$ cat src/rtl/decoder_scan.sv
// Registered one-hot decoder with enable blanking and an auto-scan mode.
// Scan mode holds each index for dwell+1 enabled cycles, then steps to the next index up to `last` and wraps back to 0.
module decoder_scan #(
  parameter int SEL_W   = 2,
  parameter int DWELL_W = 16
) (
  input  logic                    clk,
  input  logic                    rst_n,
  input  logic                    en,
  input  logic                    mode,
  input  logic [SEL_W-1:0]        sel,
  input  logic [SEL_W-1:0]        last,
  input  logic [DWELL_W-1:0]      dwell,
  output logic [(1<<SEL_W)-1:0]   out,
  output logic [SEL_W-1:0]        idx,
  output logic                    wrap
);

  localparam int N = 1 << SEL_W;

  logic [SEL_W-1:0]   idx_q,  idx_d;
  logic [DWELL_W-1:0] cnt_q,  cnt_d;
  logic [N-1:0]       out_q,  out_d;
  logic               wrap_q, wrap_d;
  logic               mode_q, mode_d;

  function automatic logic [N-1:0] onehot(input logic [SEL_W-1:0] i);
    logic [N-1:0] v;
    v    = '0;
    v[i] = 1'b1;
    return v;
  endfunction

  always_comb begin
    idx_d  = idx_q;
    cnt_d  = cnt_q;
    out_d  = '0;
    wrap_d = 1'b0;
    mode_d = mode_q;
    if (en) begin
      mode_d = mode;
      if (!mode) begin
        idx_d = sel;
        cnt_d = '0;
        out_d = onehot(sel);
      end else if (!mode_q) begin
        // First dwell cycle of whichever index is currently held.
        cnt_d = '0;
        out_d = onehot(idx_q);
      end else if (cnt_q < dwell) begin
        // out is rebuilt from idx so that unblanking mid-dwell restores it.
        cnt_d = cnt_q + DWELL_W'(1);
        out_d = onehot(idx_q);
      end else begin
        cnt_d = '0;
        if (idx_q < last) begin
          idx_d = idx_q + SEL_W'(1);
          out_d = onehot(idx_q + SEL_W'(1));
        end else begin
          idx_d  = '0;
          out_d  = onehot('0);
          wrap_d = 1'b1;
        end
      end
    end
  end

  always_ff @(posedge clk or negedge rst_n) begin
    if (!rst_n) begin
      idx_q  <= '0;
      cnt_q  <= '0;
      out_q  <= '0;
      wrap_q <= 1'b0;
      mode_q <= 1'b0;
    end else begin
      idx_q  <= idx_d;
      cnt_q  <= cnt_d;
      out_q  <= out_d;
      wrap_q <= wrap_d;
      mode_q <= mode_d;
    end
  end

  assign out  = out_q;
  assign idx  = idx_q;
  assign wrap = wrap_q;

  // out may only be blank or the decode of idx.
  a_out_legal: assert property (@(posedge clk) disable iff (!rst_n)
    (out_q == '0) || (out_q == onehot(idx_q)));

endmodule

$ cat config.mk
export PLATFORM = sky130hd
export DESIGN_NAME = decoder_scan
export DESIGN_NICKNAME = d
export VERILOG_FILES = /design/src/rtl/decoder_scan.sv
export SDC_FILE = /design/constraint.sdc
export NUM_CORES = 1
export LEC_CHECK = 0
export BUFFER_PORTS_ARGS = -buffer_cell sky130_fd_sc_hd__buf_2
export CAP_MARGIN = 40
export CORE_MARGIN = 2
export CORE_UTILIZATION = 35
export CTS_BUF_LIST = sky130_fd_sc_hd__clkbuf_16
export DETAILED_ROUTE_END_ITERATION = 12
export GPL_ROUTABILITY_DRIVEN = 0
export PLACE_DENSITY = 0.53
export SETUP_SLACK_MARGIN = 0.2
export SYNTH_ARGS = -nofsm -noshare
export SYNTH_HDL_FRONTEND = slang
export SYNTH_SLANG_ARGS = --single-unit
$ cat constraint.sdc
create_clock -name clk -period 2.5 [get_ports clk]
set_input_delay 0.625 -clock clk [delete_from_list [all_inputs] [get_ports clk]]
set_output_delay 0.625 -clock clk [all_outputs]
set_load 0.03 [all_outputs]
; ---- Word level (Yosys, flattened, before mapping)
; Cells that the tools add are included.
[totals]
register_bits = 24
inputBits = 24
out_inout_bits = 7
word_cells = 44
[op_classes]
add_sub_neg = 2
magnitude_cmp = 8
eq_ne = 2
n_mux = 23
n_reduce_logical = 4
[op_table]
columns = operator, count
row1 = $mux 16, 3
row2 = $mux 4, 5
row3 = $add 16x1->16 const B, 1
row4 = $lt 16x16->1, 1
row5 = $lt 2x3->1 const B, 3
row6 = $mux 1, 8
row7 = $mux 2, 4
row8 = $demux 1 s2, 3
row9 = $ge 2x1->1 const B, 3
row10 = $logic_and 1x1->1, 3
row11 = $reduce_and 3->1, 1
row12 = $add 2x1->2 const B, 1
row13 = $lt 2x2->1, 1
row14 = $ne 2x1->1 const B, 1
row15 = $ne 2x2->1 const B, 1

; ---- Depth between registers and ports, before layout
[logic_depth]
ltp_word = 10
depth_mapped = 10
mapped_depth_nobuf = 8

; ---- Least setup slack after synthesis
; Ideal clock, no wire load.
[synth_timing]
path_kind = in2reg
startpoint = input dwell[13]
endpoint = register cnt_q[2]
setup_time_ns = 0.074
arrival_time_ns = 2.709
t_required_ns = 2.426
path_slack_ns = -0.283
stages = 10
path_buffers = 2
path_cell_list = inv_1 > ha_1 > a21oi_2 > o21ai_1 > or4_4 > or4_1 > buf_2 > buf_6 > o21a_1 > o21ai_2
[synth_via]
elab_chain_cells = 4
[synth_rtl]
columns = element, line
row1 = "start, declared", 13  ; input logic [DWELL_W-1:0] dwell,
row2 = $lt 16x16->1, 50  ; end else if (cnt_q < dwell) begin
row3 = $mux 16, 50
row4 = $mux 16, 46  ; end else if (!mode_q) begin
row5 = $mux 16, 42  ; if (!mode) begin
row6 = "end signal, assigned", 77  ; cnt_q <= cnt_d;
row7 = "end, declared", 22  ; logic [DWELL_W-1:0] cnt_q, cnt_d;
; No other way between the ends.
; A chain may end at the register's enable or synchronous reset.

; ---- Final worst setup path
[layout_timing]
startpoint = input dwell[11]
endpoint = register out_q[2] (netlist: out[2])
[layout_via]
elab_chain_cells = 5
[layout_rtl]
columns = element, line
row1 = $lt 16x16->1, 50
row2 = $mux 4, 50
row3 = $mux 4, 46
row4 = $mux 4, 42
row5 = $mux 4, 40  ; if (en) begin
row6 = via out_d[2], 23  ; logic [N-1:0] out_q, out_d;
row7 = "end signal, assigned", 78  ; out_q <= out_d;
row8 = "end, declared", 23
; The timed path passes the listed nets, and every way through them passes these cells.

==> flow_summary.ini <==
[run_status]
status = finished, final reports clean

[synthesis]
synthDistinctLibCells = 45
yosysSeqAreaShare = 0.3421
synth_edf_count = 0
syn-instance-count = 198
ys.flop_type = dfrtp_1
async_reset_ff_frac = 1.000
ys_seq_elements = 24
synthTopCellsByArea = dfrtp_1 34%, ha_1 16%, inv_1 6.4%
yosysTopAreaCell = dfrtp_1
yosys_warnings = 0
synth.avg_cell_area_um2 = 8.866
synth_top_area_frac = 0.3421
synth_nets = 244
netlist_area_um2 = 1755

[pwr]
power_leakage_nw = 1.194
irDropWorstVdd_v = 0.0003435
power.total_mw = 1.075
powerDensity_nw_per_um2 = 422.7

[global_route]
antenna_found_initial = 0
grt_pass1_wl_um = 7127
overflow = 0
grtUsageTotal = 0.1637
grt_max_degree = 25
grt_pass1_vias = 1503

[critical_path]
rr_endpoint = out[2]
crit_fanout = 7
cp_data_required_time_ps = 2640
ff2ff_path_depth = 8
arrival_ps = 2630
crit_end = out[2]
rrSetupSlack_ps = 40
startpoint = dwell[11]
worst-setup-path-type = in -> reg
cp-start-kind = input pin
critPathCaptureType = register
r2r-start = cnt_q[13]

[layout]
n_antenna_cell = 0
nets = 293
drive_gt1_frac = 0.4146
syn2layout_area_growth_pct = 44.90
stdcell_count = 313
final_util = 0.5315

[clock_tree]
clock_sinks = 24
cts_root_buf = clkbuf_16
path_clk_slew_ps = 70
cts_buffer_depth = 2
cts_tree = built
cts_buffers = 3
clk_latency_ps = 260
cts_htree_levels = 1
holdBufCountCts = 0

[route]
drt-initial-drc-count = 96
drc = 0
routed_wl_um = 4279
firstDrtPassIters = 4
vias_per_cell = 5.083
wire_per_inst_um = 13.67
dr_total_vias = 1591
postRouteAntennaNets = 0

[job]
drv_cap = 0

[sta]
rsz0062_at_grt = true
drv_slew = 0
period_share = 0.9948
finalSetupViolations = 0
clock_skew_ps = 5.295
max_freq_mhz = 402.1
relSlewSlack = 0.6072
setup_slack_ps = 12.89
tightest_slew_ps = 589.2
tns_ps = 0
period_needed_ps = 2487
hold_viol = 0

[floorplan]
die_w_um = 74.82
ios = 31
initial_utilization = 0.3668
die_h_um = 74.82
num_rows = 25
core_region_area_um2 = 4786
dieArea_um2 = 5598

[worst_hold_path]
hp-class = in -> async

[placement]
pre_cts_ws_ps = -284.4
dp_hpwl_um = 2972
dp.cells = 303
portBuffers = 30
[kinds of logic after synthesis]
kind of cell,count (synthesis),synth area share
and+or+nand+nor,58,0.1832
adders and majority gates,22,0.1568
DFF,24,0.3421
xor gates and xnor gates,2,0.009980
buffers and inverters,37,0.08482
AOI/OAI and AO/OA,53,0.2117
muxes,2,0.01140
[sequential cells by signal, indices dropped and copies added, names as in the netlist]
name,flops
cnt_q,16
out,4
idx,2
mode_q,1
wrap,1
[per-stage QoR]
stage                     hold slack (ps)  cell area, um2
after global placement              529.2            2185
after floorplan                     329.4            1881
after detailed placement            530.2            2185
after CTS                           372.3            2440
final                               352.9            2544
after global routing                393.8            2544
[layout make-up]
| type | count | area (um2) |
|---|---|---|
| Multi-Input combinational cell | 138 | 1284 |
| Inverter | 30 | 122.6 |
| Clock buffer | 3 | 75.07 |
| Fill cell | 441 | 2242 |
| Sequential cell | 24 | 601.8 |
| Timing Repair Buffer | 50 | 346.6 |
| Tap cell | 67 | 83.83 |
| Clock inverter | 1 | 30.03 |
[worst max-delay path: stages]
cell	delay, ps
buf_2	70
inv_1	30
ha_1	310
nand2_1	100
nor3_2	40
or4_4	530
buf_6	150
o31ai_4	400
mux2i_1	260
o32ai_1	110
[what timing repair did]
action,4_1_cts,5_1_grt
resized for setup,29,15
pin swaps,11,8
endpoints found under the setup margin,19,20
cloned,2,0
setup buffers,1,3
[how the worst min path moves through the flow]
stage / startpoint / end / slack (ps) / cells past startpoint
3_5_place_dp: cnt_q[0] / cnt_q[0] / 530 / 1
6_report: rst_n / cnt_q[3] / 350 / 1
2_1_floorplan: rst_n / cnt_q[0] / 330 / 0
5_1_grt: rst_n / out[3] / 390 / 1
4_1_cts: rst_n / cnt_q[3] / 370 / 1
3_3_place_gp: cnt_q[0] / cnt_q[0] / 530 / 1
[cells in the mapped netlist (3+ instances only)]
cell type,instances
inv_1,30
dfrtp_1,24
ha_1,22
nand2_1,15
nand3_1,9
a21oi_1,8
o21ai_0,8
a31oi_1,7
a21o_1,5
and3_1,5
nand4_1,5
nor2_1,5
clkbuf_1,4
nor3_1,4
o21ai_1,4
a41oi_1,3
nand2b_1,3
nor4_1,3
[placed cells by master (no fill, tap or decap), drive strengths merged, types with 3 or more instances in the layout]
cell / synthesis / routed
nand2b: 3 / 3
clkbuf: 4 / 3
nand3: 9 / 9
a21o: 5 / 5
a41oi: 3 / 3
and3: 5 / 5
inv: 30 / 30
o21ai: 13 / 13
buf: 3 / 50
a31oi: 7 / 7
dfrtp: 24 / 24
nor2: 5 / 5
nor3: 5 / 5
or4: 2 / 3
nand4: 5 / 5
a21oi: 9 / 9
nand2: 15 / 15
nor4: 3 / 3
ha: 22 / 22
[metal layers]
metal  GRT usage  share of wire  vias to the layer above  wire length [um]
li1            -              -                      810                 -
met1      0.2297           0.48                      739              2053
met2      0.2680           0.48                       40              2047
met3     0.01740          0.034                        2               145
met4     0.04563         0.0079                        0                34
met5           0              0                        -                 0
[power breakdown]
part / total (mW) / switching [mW] / internal [mW]
logic: 0.198 / 0.114 / 0.0839
registers: 0.416 / 0.0151 / 0.401
clock network: 0.462 / 0.143 / 0.318
total: 1.08 / 0.272 / 0.803
Power figures use the tool's default switching activity.
